## config.mk

```make
export PLATFORM = sky130hd
export DESIGN_NAME = pciexp_tx_scramble
export DESIGN_NICKNAME = d
export VERILOG_FILES = /design/src/rtl/pciexp_pkg.sv /design/src/rtl/pciexp_lfsr8.sv /design/src/rtl/pciexp_tx_scramble.sv
export SDC_FILE = /design/constraint.sdc
export NUM_CORES = 1
export LEC_CHECK = 0
export ABC_CLOCK_PERIOD_IN_PS = 1200
export CORE_MARGIN = 10
export CORE_UTILIZATION = 45
export CTS_CLUSTER_DIAMETER = 60
export DETAILED_ROUTE_END_ITERATION = 10
export HOLD_SLACK_MARGIN = 0.08
export PLACE_DENSITY = 0.74
export SYNTH_ARGS = -nofsm -noshare
export SYNTH_HDL_FRONTEND = slang
export SYNTH_SLANG_ARGS = --single-unit
```

## constraint.sdc

```tcl
create_clock -name PCLK250 -period 1.2 [get_ports PCLK250]
set_clock_uncertainty 0.05 [all_clocks]
set_input_delay 0.24 -clock PCLK250 [delete_from_list [all_inputs] [get_ports PCLK250]]
set_output_delay 0.24 -clock PCLK250 [all_outputs]
set_load 0.02 [all_outputs]
```

## src/rtl/pciexp_pkg.sv

```systemverilog
// Shared symbol constants and SKP scheduler state encoding for the PCIe Gen1 TX symbol stage.
package pciexp_pkg;

  localparam logic [7:0]  K_COM     = 8'hBC;
  localparam logic [7:0]  K_SKP     = 8'h1C;
  localparam logic [15:0] LFSR_SEED = 16'hFFFF;

  typedef enum logic [1:0] {
    NORMAL = 2'd0,
    SKP1   = 2'd1,
    SKP2   = 2'd2,
    SKP3   = 2'd3
  } skp_state_t;

endpackage

```

## src/rtl/pciexp_lfsr8.sv

```systemverilog
// Eight serial shifts of the X^16+X^5+X^4+X^3+1 scrambler LFSR collapsed into one cycle.
// Purely combinational; key bit n is lfsr[15] as seen just before shift n.
module pciexp_lfsr8
  import pciexp_pkg::*;
(
  input  logic [15:0] i_lfsr_in,
  output logic [15:0] o_lfsr_out,
  output logic [7:0]  o_key
);

  always_comb begin
    logic [15:0] w_shift;
    w_shift = i_lfsr_in;
    o_key   = 8'h00;
    for (int n = 0; n < 8; n++) begin
      o_key[n] = w_shift[15];
      w_shift  = {w_shift[14:5], w_shift[4] ^ w_shift[15], w_shift[3] ^ w_shift[15],
                  w_shift[2] ^ w_shift[15], w_shift[1:0], w_shift[15]};
    end
    o_lfsr_out = w_shift;
  end

endmodule

```

## src/rtl/pciexp_tx_scramble.sv

```systemverilog
// PCIe Gen1 TX symbol stage: scrambles link-layer bytes and, with PCIEXP_SKP_INSERT_EN defined,
// inserts COM+3xSKP ordered sets at packet boundaries every SKP_INTERVAL symbols. One-cycle latency.
module pciexp_tx_scramble
  import pciexp_pkg::*;
#(
  parameter int unsigned SKP_INTERVAL = 1180
) (
  input  logic       PCLK250,
  input  logic       Reset_P2,
  input  logic [7:0] TxData_P1,
  input  logic       TxKCode_P1,
  input  logic       TxValid_P1,
  input  logic       TxPktEnd_P1,
  input  logic       ScrDisable_P1,
  output logic       TxReady_P1,
  output logic [7:0] DataOut_P2,
  output logic       KCodeOut_P2,
  output logic       UseNegDisp_P2
);

  logic [15:0] r_lfsr, w_lfsr_nxt, w_lfsr_adv;
  logic [7:0]  w_key, r_dat, w_dat_nxt;
  logic        r_k, w_k_nxt;
  logic        r_neg_disp, r_neg_arm;
  logic        w_ready, w_accept;

  pciexp_lfsr8 u_lfsr8 (
    .i_lfsr_in  (r_lfsr),
    .o_lfsr_out (w_lfsr_adv),
    .o_key      (w_key)
  );

`ifdef PCIEXP_SKP_INSERT_EN
  localparam logic [10:0] SKP_LIM = 11'(SKP_INTERVAL);

  skp_state_t  r_state, w_state_nxt;
  logic [10:0] r_cnt, w_cnt_nxt;
  logic        r_skp_pend, w_skp_pend_nxt;
  logic        r_at_bnd, w_at_bnd_nxt;
  logic        w_insert;

  assign w_insert = (r_state == NORMAL) & r_skp_pend & r_at_bnd;
  assign w_ready  = (r_state == NORMAL) & ~(r_skp_pend & r_at_bnd);
`else
  logic w_unused_cfg;
  assign w_unused_cfg = (SKP_INTERVAL != 0) | TxPktEnd_P1;
  assign w_ready      = 1'b1;
`endif

  assign TxReady_P1 = ~Reset_P2 & w_ready;
  assign w_accept   = TxValid_P1 & w_ready;

  // Symbol selection and LFSR bookkeeping; an empty slot carries a scrambled logical idle.
  always_comb begin
    w_dat_nxt  = ScrDisable_P1 ? 8'h00 : w_key;
    w_k_nxt    = 1'b0;
    w_lfsr_nxt = w_lfsr_adv;
    if (w_accept) begin
      if (TxKCode_P1) begin
        w_dat_nxt = TxData_P1;
        w_k_nxt   = 1'b1;
        if (TxData_P1 == K_COM) begin
          w_lfsr_nxt = LFSR_SEED;
        end else if (TxData_P1 == K_SKP) begin
          w_lfsr_nxt = r_lfsr;
        end
      end else begin
        w_dat_nxt = TxData_P1 ^ (ScrDisable_P1 ? 8'h00 : w_key);
      end
    end
`ifdef PCIEXP_SKP_INSERT_EN
    if (w_insert) begin
      w_dat_nxt  = K_COM;
      w_k_nxt    = 1'b1;
      w_lfsr_nxt = LFSR_SEED;
    end else if (r_state != NORMAL) begin
      w_dat_nxt  = K_SKP;
      w_k_nxt    = 1'b1;
      w_lfsr_nxt = r_lfsr;
    end
`endif
  end

`ifdef PCIEXP_SKP_INSERT_EN
  always_comb begin
    w_state_nxt    = r_state;
    w_cnt_nxt      = (r_cnt == SKP_LIM) ? r_cnt : r_cnt + 11'd1;
    w_skp_pend_nxt = r_skp_pend | (w_cnt_nxt == SKP_LIM);
    w_at_bnd_nxt   = r_at_bnd;
    case (r_state)
      NORMAL: begin
        if (w_insert) begin
          w_state_nxt    = SKP1;
          w_cnt_nxt      = 11'd0;
          w_skp_pend_nxt = 1'b0;
          w_at_bnd_nxt   = 1'b1;
        end else if (w_accept) begin
          w_at_bnd_nxt = TxPktEnd_P1;
        end else begin
          w_at_bnd_nxt = 1'b1;
        end
      end
      SKP1: begin
        w_state_nxt  = SKP2;
        w_at_bnd_nxt = 1'b1;
      end
      SKP2: begin
        w_state_nxt  = SKP3;
        w_at_bnd_nxt = 1'b1;
      end
      default: begin
        w_state_nxt  = NORMAL;
        w_at_bnd_nxt = 1'b1;
      end
    endcase
  end

  always_ff @(posedge PCLK250) begin
    if (Reset_P2) begin
      r_state    <= NORMAL;
      r_cnt      <= 11'd0;
      r_skp_pend <= 1'b0;
      r_at_bnd   <= 1'b1;
    end else begin
      r_state    <= w_state_nxt;
      r_cnt      <= w_cnt_nxt;
      r_skp_pend <= w_skp_pend_nxt;
      r_at_bnd   <= w_at_bnd_nxt;
    end
  end
`endif

  // Negative disparity is forced on the reset value and the first symbol after release.
  always_ff @(posedge PCLK250) begin
    if (Reset_P2) begin
      r_lfsr     <= LFSR_SEED;
      r_dat      <= 8'h00;
      r_k        <= 1'b0;
      r_neg_disp <= 1'b1;
      r_neg_arm  <= 1'b1;
    end else begin
      r_lfsr     <= w_lfsr_nxt;
      r_dat      <= w_dat_nxt;
      r_k        <= w_k_nxt;
      r_neg_disp <= r_neg_arm;
      r_neg_arm  <= 1'b0;
    end
  end

  assign DataOut_P2    = r_dat;
  assign KCodeOut_P2   = r_k;
  assign UseNegDisp_P2 = r_neg_disp;

endmodule

```

Word level (Yosys, flattened, before mapping)
Index checks and enable logic that the tools add are counted.
{"block": "totals", "reg_bits": 27, "in_bits": 14, "out_inout_bits": 11, "elab_cells": 45}
{"block": "op_classes", "reduce_logical": 1, "n_eq_ne": 3, "bitwise_logic": 27, "n_mux": 9}
{"cell": "16-bit two-way mux", "n": 4}
{"cell": "8-bit two-way mux", "n": 3}
{"cell": "1-bit XOR", "n": 24}
{"cell": "8-bit by 5-bit == test with 1-bit output, second input constant", "n": 1}
{"cell": "8-bit == test, second input constant", "n": 1}
{"cell": "8-bit XOR", "n": 1}
{"cell": "4-bit inequality test, second input constant", "n": 1}
{"cell": "1-bit two-way mux", "n": 2}
{"cell": "1-bit inverter", "n": 2}
{"cell": "2-bit OR reduction", "n": 1}

Logic depth before layout (Yosys ltp)
{"block": "depth", "word_depth": 7, "depth_mapped": 6, "depth_no_buf": 4}

Cells and area by module
From an unflattened synthesis, not the netlist that was laid out.
{"block": "hier_totals", "cells_unflattened": 135, "hier_area_um2": 1387.6}
{"module": "pciexp_tx_scramble", "instances": 1, "seq_area_each_um2": 540.5, "cells_each": 100, "area_per_inst_um2": 1083.5}
{"module": "pciexp_lfsr8", "instances": 1, "seq_area_each_um2": 0.0, "cells_each": 35, "area_per_inst_um2": 304.0}

Least setup slack after synthesis
Ideal clock, no wire load.
{"block": "synth_path", "kind": "reg-to-reg", "from": "register r_lfsr[13]", "to": "register r_dat[2], in the netlist DataOut_P2[2]", "t_arrival_ps": 1133, "path_slack_ps": -110, "required_time_ps": 1023, "setup_time_ps": 127, "path_stages_with_launch": 5, "path_cell_list": "dfxtp_1 -> nor2b_1 -> mux2_2 -> a22oi_1 -> nor2_1"}
{"block": "synth_via", "elab_chain_len": 4}
{"element": "from (decl)", "line": "pciexp_tx_scramble.sv:21", "rtl": "logic [15:0] r_lfsr, w_lfsr_nxt, w_lfsr_adv;"}
{"element": "from (signal assigned)", "line": "pciexp_tx_scramble.sv:142", "rtl": "r_lfsr <= w_lfsr_nxt;"}
{"element": "8-bit two-way mux *", "line": "pciexp_tx_scramble.sv:55, pciexp_tx_scramble.sv:68"}
{"element": "8-bit XOR", "line": "pciexp_tx_scramble.sv:68", "rtl": "w_dat_nxt = TxData_P1 ^ (ScrDisable_P1 ? 8'h00 : w_key);"}
{"element": "8-bit two-way mux", "line": "pciexp_tx_scramble.sv:59", "rtl": "if (TxKCode_P1) begin"}
{"element": "8-bit two-way mux *", "line": "pciexp_tx_scramble.sv:58", "rtl": "if (w_accept) begin"}
{"element": "to (signal assigned)", "line": "pciexp_tx_scramble.sv:143", "rtl": "r_dat <= w_dat_nxt;"}
{"element": "to (decl)", "line": "pciexp_tx_scramble.sv:22", "rtl": "logic [7:0] w_key, r_dat, w_dat_nxt;"}
Mark *: on every way between the ends. The rest lies on a longest branch, timed or not.
A chain may end at the register's enable or synchronous reset.

Worst setup path after layout
{"block": "layout_path", "from": "register r_lfsr[8]", "to": "register r_dat[7], in the netlist DataOut_P2[7]"}
Same word-level chain as after synthesis.

==> qor.csv <==
stage;metric;value;unit
synth;synth_top_cell_by_area;dfxtp_1;
clocking;clock_sinks;27;
pwr;ir_drop;1.72;mV
route;drt_iter0_markers;61;
sta;slew_violations;0;
floorplanning;io_pins;25;
sta;fin_crit_sh;100;%
synth;netlist_top_cells_count;27 x dfxtp_1, 18 x xnor2_1, 9 x a2bb2oi_1, 9 x nor2_1, 9 x nor2b_1;
placement;globalplace.congestion;0.739;
floorplanning;start_util;46.7;%
route;via_per_inst;5.38;
route;detail-route-antenna-nets;0;
synth;ys_ff_latch;27;
hold_path;hp-class;input pin to flop;
floorplanning;std_cell_rows;19;
synth;synthDistinctLibCells;24;
synth;synth_cells;121;
placement;dpl.hpwl;2350;um
worst_setup_path;critical_path_class;flop to flop;
sta;fin_hold_ws;0.315;ns
layout;drive_gt1_share;58.5;%
synth;syn_nets;135;
synth;ys_top_cells_by_area;dfxtp_1 42%, xnor2_1 12%, mux2_2 7.1%;
worst_setup_path;worstPathArrival;1.40;ns
grt;grt_max_degree;18;
route;drc;0;
floorplanning;core;2730;um2
layout;fin_nets;198;
placement;place_inst;199;
sta;slew_headroom;78.2;%
route;dr.pass1.iters;4;
synth;yosysWarnings;0;
sta;rsz0062_at_grt;true;
sta;final.setup.tns;0;ns
floorplanning;die_area;5370;um2
synth;yosys.cell_count.top_type;dfxtp_1;
grt;antenna_found_initial;0;
flow_run;maxCapViolations;0;
synth;yosysTopAreaCellShare;42.3;%
floorplanning;die_height;73.3;um
clocking;worstSkewPairLatency;0.33;ns
clocking;root_buffer;clkbuf_4;
floorplanning;die_w;73.3;um
clocking;numCtsBuffers;3;
sta;finalHoldViolations;0;
route;wl_per_cell;16.7;um
worst_setup_path;required;1.40;ns
sta;finalCriticalPeriod;1.20;ns
worst_setup_path;crit_fanout;3;
status;status;finished, final reports clean;
layout;syn2layout_area_growth;61.0;%
route;vias;1151;
placement;placed_cell_area;1840;um2
placement;post-place-ws;-0.581;ns
synth;synth_area_per_cell;10.6;um2
pwr;p_leak;0.930;nW
worst_setup_path;critPathLaunchType;flop;
clocking;clkTransAtPathRegs;0.15;ns
grt;grt_pass1_wl;5800;um
synth;async_reset_ff_share;0;%
placement;portBuffers;23;
synth;synth_edf_count;0;
clocking;cts_buffer_depth;2;
synth;yosysSeqAreaShare;42.3;%
route;wl;3570;um
worst_setup_path;end_kind;flop;
sta;tightest_slew;0.327;ns
sta;setup_viol;0;
layout;antenna_cells;0;
synth;netlist_area;1280;um2
grt;grt_overflow;0;
clocking;cts_tree;done;
layout;stdcell_area;2060;um2
grt;grt_use_total;13.3;%
clocking;cts_max_level;1;
sta;fmax;834;MHz
synth;synth_ff_type;dfxtp_1;
pwr;p_per_area;1890;nW/um2
sta;worst_slack;0.000576;ns
layout;layout.cells.non_filler;214;
grt;grt_pass1_vias;1205;
## state kept, by name, indices dropped and copies added, names as in the netlist
| register | count |
|---|---|
| KCodeOut_P2 | 1 |
| UseNegDisp_P2 | 1 |
| r_neg_arm | 1 |
| DataOut_P2 | 8 |
| r_lfsr | 16 |
## metal layers
| metal | GRT usage [%] | vias up | share of wire (%) | wire length [um] |
|---|---|---|---|---|
| met1 | 16.3 | 564 | 45 | 1590 |
| met5 | 0 | - | 0 | 0 |
| met3 | 4.58 | 5 | 3.9 | 141 |
| met2 | 21.7 | 23 | 51 | 1810 |
| li1 | - | 559 | - | - |
| met4 | 2.95 | 0 | 0.87 | 31 |
## kinds of logic after synthesis
family / share of synthesized area (%)
compound gates: 20.8
mux: 7.05
flops: 42.3
xor+xnor: 13.7
buf+inv: 2.45
simple gates: 13.7
## power by group
part           internal [mW]  switching (mW)  leakage, nW
clock network          0.131           0.281       0.0150
logic                   1.28           0.839        0.690
registers               1.19           0.169        0.225
## critical path, cell delays in order, from the launching register on
cell and delay, ns:
dfxtp_2 0.38, nor2b_4 0.16, mux2_4 0.31, a22oi_2 0.15, nor2_1 0.06
## layout by cell type, fill, tap and decap left out, types with 5 or more instances in the layout
cell,n
buf_2,11
buf_4,36
a22oi_2,8
xnor2_1,14
nor2b_4,9
dfxtp_4,5
nor2_1,8
a2bb2oi_1,8
dfxtp_1,19
o21ai_0,8
dlygate4sd2_1,11
mux2_4,8
o22a_2,6
## worst paths after layout
| kind | start | end | slack, ns | cells past startpoint |
|---|---|---|---|---|
| min reg2reg | r_neg_arm | UseNegDisp_P2 | 0.40 | 1 |
| max reg2reg | r_lfsr[8] | DataOut_P2[7] | 0.0006 | 4 |
| max | r_lfsr[8] | DataOut_P2[7] | 0.0006 | 4 |
| min | Reset_P2 | r_neg_arm | 0.32 | 2 |
## through the flow
step,util [%],total power [mW]
after CTS,71.2,3.67
final,75.2,3.89
after global placement,67.3,3.10
after detailed placement,67.3,3.16
after global routing,75.2,4.12
after floorplan,-,2.56
## layout make-up
class / instances / area [um2]
Multi-Input combinational cell: 89 / 951
Fill cell: 182 / 677
Sequential cell: 27 / 563
Timing Repair Buffer: 62 / 474
Tap cell: 31 / 38.8
Clock buffer: 4 / 26.3
Inverter: 1 / 3.75
## timing repair
item | CTS | global route
setup buffers | 4 | 6
setup endpoints to repair | 35 | 13
gates resized for setup | 79 | 12
pin swaps | 8 | 5
hold buffers | 0 | 0
gates cloned | 1 | 0
Note: power is estimated with default switching activity, not from simulation.
